<file path="config.mk">
export PLATFORM = sky130hd
export DESIGN_NAME = pix28_cfg_shift_ctrl
export DESIGN_NICKNAME = d
export VERILOG_FILES = /design/src/rtl/pix28_cfg_shift_ctrl.sv
export SDC_FILE = /design/constraint.sdc
export NUM_CORES = 1
export LEC_CHECK = 0
export CAP_MARGIN = 20
export CORE_ASPECT_RATIO = 0.9
export CORE_MARGIN = 1
export CORE_UTILIZATION = 48
export CTS_CLUSTER_DIAMETER = 200
export DETAILED_ROUTE_END_ITERATION = 16
export GPL_ROUTABILITY_DRIVEN = 1
export PLACE_DENSITY = 0.8
export RECOVER_POWER = 25
export SLEW_MARGIN = 40
export SYNTH_ARGS = -nofsm -noshare
export SYNTH_HDL_FRONTEND = slang
export SYNTH_SLANG_ARGS = --single-unit
</file>
<file path="constraint.sdc">
create_clock -name S_AXI_ACLK -period 3 [get_ports S_AXI_ACLK]
set_input_delay 0.6 -clock S_AXI_ACLK [delete_from_list [all_inputs] [get_ports S_AXI_ACLK]]
set_output_delay 0.6 -clock S_AXI_ACLK [all_outputs]
set_load 0.02 [all_outputs]
</file>
<file path="src/rtl/pix28_cfg_shift_ctrl.sv">
// Serial configuration shifter for the pix28 chip: shifts an N-bit payload MSB first,
// captures readback on each rising scan_clk, then pulses the load strobe.
module pix28_cfg_shift_ctrl #(
   parameter int unsigned C_S_AXI_DATA_WIDTH = 64
) (
   input  logic                          S_AXI_ACLK,
   input  logic                          S_AXI_ARESETN,
   input  logic [C_S_AXI_DATA_WIDTH-1:0] cfg_word,
   output logic [C_S_AXI_DATA_WIDTH-1:0] status_word,
   output logic                          scan_clk,
   output logic                          scan_din,
   output logic                          scan_load,
   input  logic                          scan_dout,
   output logic                          busy
);

   localparam int unsigned PAYLOAD_W = 32;
   localparam int unsigned DIV_W     = 8;
   localparam int unsigned IDX_W     = 5;
   localparam int unsigned TXN_W     = 8;

   typedef enum logic [1:0] {
      IDLE     = 2'd0,
      SHIFT_LO = 2'd1,
      SHIFT_HI = 2'd2,
      LOAD     = 2'd3
   } state_t;

   state_t               state_q;
   logic                 start_q;
   logic [PAYLOAD_W-1:0] payload_q;
   logic [PAYLOAD_W-1:0] capture_q;
   logic [DIV_W-1:0]     div_q;
   logic [DIV_W-1:0]     cnt_q;
   logic [IDX_W-1:0]     idx_q;
   logic [TXN_W-1:0]     txn_q;
   logic                 busy_q;
   logic                 clk_q;
   logic                 din_q;
   logic                 load_q;
   logic                 done_q;
   logic                 aborted_q;

   logic                 start_c;
   logic                 abort_c;
   logic                 cnt_end_c;
   logic [PAYLOAD_W-1:0] cfg_payload_c;
   logic [IDX_W-1:0]     cfg_nm1_c;
   logic                 unused_c;

   assign cfg_payload_c = cfg_word[63:32];
   assign cfg_nm1_c     = cfg_word[20:16];
   assign start_c       = cfg_word[0] & ~start_q;
   assign abort_c       = cfg_word[1];
   assign cnt_end_c     = (cnt_q == div_q);
   assign unused_c      = ^{cfg_word[31:21], cfg_word[7:2]};

   // Each shift phase lasts div_q+1 cycles; cnt_q restarts at every state change.
   always_ff @(posedge S_AXI_ACLK) begin
      if (!S_AXI_ARESETN) begin
         state_q   <= IDLE;
         start_q   <= 1'b1;
         payload_q <= '0;
         capture_q <= '0;
         div_q     <= '0;
         cnt_q     <= '0;
         idx_q     <= '0;
         txn_q     <= '0;
         busy_q    <= 1'b0;
         clk_q     <= 1'b0;
         din_q     <= 1'b0;
         load_q    <= 1'b0;
         done_q    <= 1'b0;
         aborted_q <= 1'b0;
      end else begin
         start_q <= cfg_word[0];
         cnt_q   <= cnt_q + DIV_W'(1);
         if ((state_q != IDLE) && abort_c) begin
            state_q   <= IDLE;
            cnt_q     <= '0;
            idx_q     <= '0;
            busy_q    <= 1'b0;
            clk_q     <= 1'b0;
            din_q     <= 1'b0;
            load_q    <= 1'b0;
            aborted_q <= 1'b1;
         end else begin
            case (state_q)
               IDLE: begin
                  cnt_q <= '0;
                  if (start_c) begin
                     state_q   <= SHIFT_LO;
                     payload_q <= cfg_payload_c;
                     div_q     <= cfg_word[15:8];
                     idx_q     <= cfg_nm1_c;
                     capture_q <= '0;
                     done_q    <= 1'b0;
                     aborted_q <= 1'b0;
                     busy_q    <= 1'b1;
                     clk_q     <= 1'b0;
                     din_q     <= cfg_payload_c[cfg_nm1_c];
                  end
               end
               SHIFT_LO: begin
                  if (cnt_end_c) begin
                     state_q   <= SHIFT_HI;
                     cnt_q     <= '0;
                     clk_q     <= 1'b1;
                     capture_q <= {capture_q[PAYLOAD_W-2:0], scan_dout};
                  end
               end
               SHIFT_HI: begin
                  if (cnt_end_c) begin
                     cnt_q <= '0;
                     clk_q <= 1'b0;
                     if (idx_q != '0) begin
                        state_q <= SHIFT_LO;
                        idx_q   <= idx_q - IDX_W'(1);
                        din_q   <= payload_q[idx_q - IDX_W'(1)];
                     end else begin
                        state_q <= LOAD;
                        din_q   <= 1'b0;
                        load_q  <= 1'b1;
                     end
                  end
               end
               LOAD: begin
                  if (cnt_end_c) begin
                     state_q <= IDLE;
                     cnt_q   <= '0;
                     load_q  <= 1'b0;
                     busy_q  <= 1'b0;
                     done_q  <= 1'b1;
                     txn_q   <= txn_q + TXN_W'(1);
                  end
               end
               default: state_q <= IDLE;
            endcase
         end
      end
   end

   assign busy        = busy_q;
   assign scan_clk    = clk_q;
   assign scan_din    = din_q;
   assign scan_load   = load_q;
   assign status_word = {capture_q, 11'd0, idx_q, txn_q, 5'd0, aborted_q, done_q, busy_q};

endmodule

</file>
======== Word-level counts from Yosys, hierarchy flattened ========
Cells that the tools add are included.
cells by class
  equal/unequal tests ..................... 10
  bitwise operators ....................... 4
  add/subtract/negate cells ............... 3
  reduce and logical (&&, ||, !) cells .... 24
  mux-type cells .......................... 35
  $lt $le $gt $ge ......................... 2
operator list
  operator               number
  $mux W32               2
  $pmux W32 S2           1
  $reduce_and A4 Y1      6
  $add A8 B1 Y8 const B  2
  $pmux W8 S2            1
  $mux W5                3
  $reduce_bool A2 Y1     7
  $mux W1                13
  $lt A5 B6 Y1 const B   2
  $ne A2 B2 Y1 const B   6
  $reduce_and A3 Y1      4
  $bmux W1 S5            2
  $mux W2                5
  $pmux W5 S2            1
  $eq A8 B8 Y1           1
  $mux W8                1
  $pmux W1 S2            4
  $pmux W2 S4            1
  $reduce_bool A5 Y1     1
  $sub A5 B1 Y5 const B  1
  $eq A2 B2 Y1 const B   2
  $not A1 Y1             3
  $pmux W1 S3            1
  $reduce_bool A3 Y1     1
  other kinds (7)        7
word-level totals
  bits of input ports ..................... 67
  output and inout bits ................... 68
  register bits ........................... 102
  logic and storage cells ................. 92

======== Logic depth before layout (Yosys ltp) ========
Gate-level depths: netlist of run 1.
  depth after elaboration ................. 6
  gate-level depth with buffers ........... 9
  depth with buffers taken out ............ 8

======== Worst setup path after synthesis of run 1 ========
OpenSTA, ideal clock, no wires.
  path kind ............................... register -> register
  start point ............................. register idx_q[0]
  end point ............................... register din_q (netlist: scan_din)
  clock period less this slack ............ 2.609 ns
  setup time .............................. 0.129 ns
  path buffers ............................ 1
  required time ........................... 2.871 ns
  slack ................................... 0.391 ns
  arrival time ............................ 2.480 ns
  cell stages (with the launch flop) ...... 10
  cell sequence ........................... dfxtp_1 buf_4 clkinv_1 ha_1 xor2_4 mux4_1 mux2i_1 o22ai_1 o31ai_1 a31oi_1
on the way
  cells in the longest elaborated chain, start to end .. 6
  elaborated cells on any way between the ends .. 7
  classes of those cells .................. add/sub: 1; mux: 5; reduce/logical: 1
RTL lines
  item                           line  source
  from (decl)                    35    logic [IDX_W-1:0] idx_q;
  from (signal assigned)         95    idx_q <= cfg_nm1_c;
  from (signal assigned)         118   idx_q <= idx_q - IDX_W'(1);
  $sub A5 B1 Y5                  119   din_q <= payload_q[idx_q - IDX_W'(1)];
  $bmux W1 S5                    119
  $mux W1 (implied by the code)  119
  $mux W1 (*)                    116   if (idx_q != '0) begin
  $mux W1 (*)                    113   if (cnt_end_c) begin
  $pmux W1 S2 (*)                88    case (state_q)
  to (signal assigned)           101   din_q <= cfg_payload_c[cfg_nm1_c];
  to (signal assigned)           119
  to (decl)                      39    logic din_q;
Every way passes the cells marked *; elsewhere a longest branch is shown, timed or not. The select of a mux whose other input is x is not followed.
A chain may end at the register's enable or synchronous reset.

======== Worst setup path in the final report of run 1 ========
  start point ............................. input S_AXI_ARESETN
  end point ............................... register capture_q[18]
RTL lines
  item                  line  source
  from (decl)           7     input logic S_AXI_ARESETN,
  to (signal assigned)  109   capture_q <= {capture_q[PAYLOAD_W-2:0], scan_dout};
  to (decl)             32    logic [PAYLOAD_W-1:0] capture_q;
No word-level cell between the ends.

==> key figures, run 1 <==
Status
  – Status: completed

Yosys
  – Mean Syn Cell Area: 8.45 um2
  – Top-area cell type share of the netlist area: 0.417
  – Gate Count Post-Synth: ~580
  – Ys Warns: 0
  – Area leader, netlist: dfxtp_1
  – Cell area after synthesis: 4890 um2
  – Flop and latch count out of synthesis: 102
  – Unique masters post-synth: 49
  – Sequential element share of the synthesized area: 0.417
  – Area contributors post-synth: dfxtp_1 42%, nand2_1 9.9%, a21oi_1 9.2%

Die
  – Core area: 9780 um2
  – Number of I/O pins: 135
  – Die H: 97.8 um
  – Total Die Area: 10600 um2
  – Die width: 108 um
  – Starting Density: 0.500
  – Site Rows: 34

Power
  – Internal Power: between 2 and 3 mW
  – IR drop worst, VDD: 0.410 mV
  – Net Sw Power: approximately 1.6 mW
  – Lkg Pwr: roughly 2.3 nW
  – PwrDens: 673 nW/um2
  – Combinational Power Share: 0.362
  – Net Sw Frac: 0.382
  – Seq pwr share: 0.371
  – Clock power frac: 0.267

Drt
  – Routed len/inst: 15.5 um
  – Post-route ant nets: 0
  – Via Count: 4348
  – Number of remaining DRC errors: 0
  – Final WL: about 12 mm
  – Initial DRC Count: about 260
  – Drt pass-1 iters: 5
  – Vias/cell: 5.48

STA
  – Final setup skew: 0.0116 ns
  – Relative slew slack: 0.277
  – Fmax achieved: 372 MHz
  – Final worst slack: 0.314 ns
  – Total negative setup slack: 0 ns
  – Crit path time final: between 2 and 3 ns
  – Final count of hold timing violations: 0
  – Post-route clock period utilization: 0.895
  – Setup violations, final: 0
  – RSZ-0062 raised after global routing: false
  – Worst-margin pin slew: 1.08 ns
  – Max-slew violations: 0

CTS
  – H-Tree Depth: 3
  – Cts hold-fix bufs: 0
  – Clock-pin transition on the worst setup and hold timing paths: around 0.07 ns
  – Maximum clock path buffer count: 2
  – Post-CTS Setup Repair Bufs: 0
  – Sink Count: 102
  – Clock latency at the later pin of the worst-skew pair: 0.35 ns
  – Inserted Clock Buffers: 9
  – Root Buffer: clkbuf_16
  – CTS tree: yes
  – Resized cells post-CTS: 0

Final layout
  – Layout Nets: 738
  – Layout cells sized above 1: 0.0704
  – Antenna diode count: 0
  – Layout Area Growth over Synthesis: 26.1%

Global routing
  – Vias in the first global route: 4152
  – Largest net degree at the start of global routing: 59
  – Global-route wire length before repair: about 20 mm
  – GR Util All Layers: 0.237
  – GRT overflow: 0
  – Antenna violations before repair: 0

Critical path
  – Reg2reg end: scan_din$_SDFFE_PP0P_
  – Capturing element type of the critical path: flop
  – Crit Reg-Reg Startpoint: idx_q[1]$_SDFFE_PP0P_
  – Arrival @ worst endpoint: 2.87 ns
  – Worst Path Required: 3.18 ns
  – Worst setup endpoint: capture_q[18]$_SDFFE_PN0P_
  – Setup CP Type: in2reg
  – R2r setup slk: 0.34 ns
  – Worst Setup Start Kind: primary input
  – Critical Path Start: S_AXI_ARESETN
  – Critical path fanouts, max: 58
  – Cells on worst reg2reg path: 8

Hold path
  – Worst Hold Class: reg2reg
  – Hold Crit Depth: 2

Place
  – Pre-CTS WS: 0.265 ns
  – Number of I/O port buffers: 101
  – Dpl hpwl: about 8.7 mm
  – Final GP Congestion: 0.852

Job
  – Max-cap viol count: 0
==> cell usage in the layout, fill, tap and decap left out, drive strengths merged, types with 5 or more instances in the layout <==
cell / n
conb: 16
mux2i: 6
nor2: 33
ha: 8
clkbuf: 9
o21ai: 11
buf: 11
and2: 5
dlygate4sd3: 27
nor3: 5
dfxtp: 102
xor2: 18
nand2: 129
mux4: 16
inv: 12
clkdlybuf4s50: 74
a21oi: 91
nand3: 41
==> layout make-up <==
class                   instances  area (um2)
fillers                       847        3620
multi-input cells             428        2560
flip-flops and latches        102        2040
repair buffers                112        1090
clock buffers                   9         225
well taps                     126         158
clock inverters                 7        55.1
inverters                      10        37.5
==> cell families (layout without fill, tap and decap cells) <==
kind of cell             after synthesis  count (layout)  synth area share
AO/OA/AOI/OAI                        122             122             0.136
XOR/XNOR                              20              20            0.0397
adder cells (fa/ha/maj)                8               8            0.0205
buffers and inverters                 64             138            0.0683
flip-flops                           102             102             0.417
multiplexers                          22              22            0.0921
other                                  1              16          0.000767
AND/OR/NAND/NOR                      240             240             0.225
==> worst max-delay path: stages <==
cell and delay, ns:
dlygate4sd3_1 0.60, inv_1 0.57, buf_2 0.93, a21oi_1 0.11
==> worst min path at each step <==
stage,startpoint,end,slack (ns)
floorplan,payload_q[14]$_SDFFE_PN0P_,payload_q[14]$_SDFFE_PN0P_,0.43
global placement,payload_q[19]$_SDFFE_PN0P_,payload_q[19]$_SDFFE_PN0P_,0.44
detailed placement,payload_q[13]$_SDFFE_PN0P_,payload_q[13]$_SDFFE_PN0P_,0.44
CTS,payload_q[13]$_SDFFE_PN0P_,payload_q[13]$_SDFFE_PN0P_,0.45
global route,payload_q[15]$_SDFFE_PN0P_,payload_q[15]$_SDFFE_PN0P_,0.47
finish,capture_q[31]$_SDFFE_PN0P_,capture_q[31]$_SDFFE_PN0P_,0.46
==> cells in the mapped netlist (all sizes together) <==
cell,n
a211oi,2
a21o,2
a21oi,91
a22oi,4
a311oi,2
a31oi,3
a32o,1
and2,5
and3,3
and4,1
buf,28
clkbuf,26
clkinv,1
conb,1
dfxtp,102
ha,8
inv,9
mux2i,6
mux4,16
nand2,129
nand2b,4
nand3,41
nand4,3
nor2,33
nor2b,4
nor3,5
nor4,4
o2111ai,1
o21ai,11
o22ai,1
o31ai,4
or2,3
or3,3
or4,2
xnor2,2
xor2,18
==> sequential cells by signal, indices dropped and copies added, names as in the netlist <==
name and flops:
scan_load 1, start_q 1, done_q 1, cnt_q 8, busy 1, div_q 8
capture_q 32, payload_q 32, scan_din 1, idx_q 5, txn_q 8, aborted_q 1
scan_clk 1, state_q 2
==> stage by stage <==
stage	utilization	area (um2)	instances	power (mW)	hold WS [ns]
final	0.630	6170	794	4.15	0.455
after global routing	0.630	6170	794	4.36	0.473
after CTS	0.634	6200	794	4.17	0.455
after detailed placement	0.605	5920	778	3.06	0.445
after global placement	0.605	5920	778	3.03	0.437
after floorplan	-	4950	594	2.67	0.432
==> per-layer routing <==
| layer | track usage | part of all wire |
|---|---|---|
| met4 | 0.0884 | 0.020 |
| met3 | 0.0681 | 0.088 |
| met1 | 0.302 | 0.43 |
| met2 | 0.379 | 0.46 |
| met5 | 0 | 0 |
==> power by group through the flow <==
stage	Clock [mW]	Combinational (mW)	Sequential [mW]
CTS	1.12	1.51	1.54
global placement	0	1.46	1.56
detailed placement	0	1.49	1.57
global route	1.17	1.64	1.55
finish	1.11	1.50	1.54
floorplan	0	1.09	1.58
(Power assumes the default switching activity.)
==> run 2, diff against run 1 <==
--- a/config.mk
+++ b/config.mk
@@ -18,3 +18,4 @@
 export SYNTH_ARGS = -nofsm -noshare
 export SYNTH_HDL_FRONTEND = slang
 export SYNTH_SLANG_ARGS = --single-unit
+export TNS_END_PERCENT = 50
==> results of run 2 <==
Final layout, timing and power as in run 1 (identical DEF).
==> run 3, diff against run 2 <==
--- a/config.mk
+++ b/config.mk
@@ -18,4 +18,4 @@
 export SYNTH_ARGS = -nofsm -noshare
 export SYNTH_HDL_FRONTEND = slang
 export SYNTH_SLANG_ARGS = --single-unit
-export TNS_END_PERCENT = 50
+export TNS_END_PERCENT = 5
==> results of run 3 <==
Final layout, timing and power as in run 1 (identical DEF).
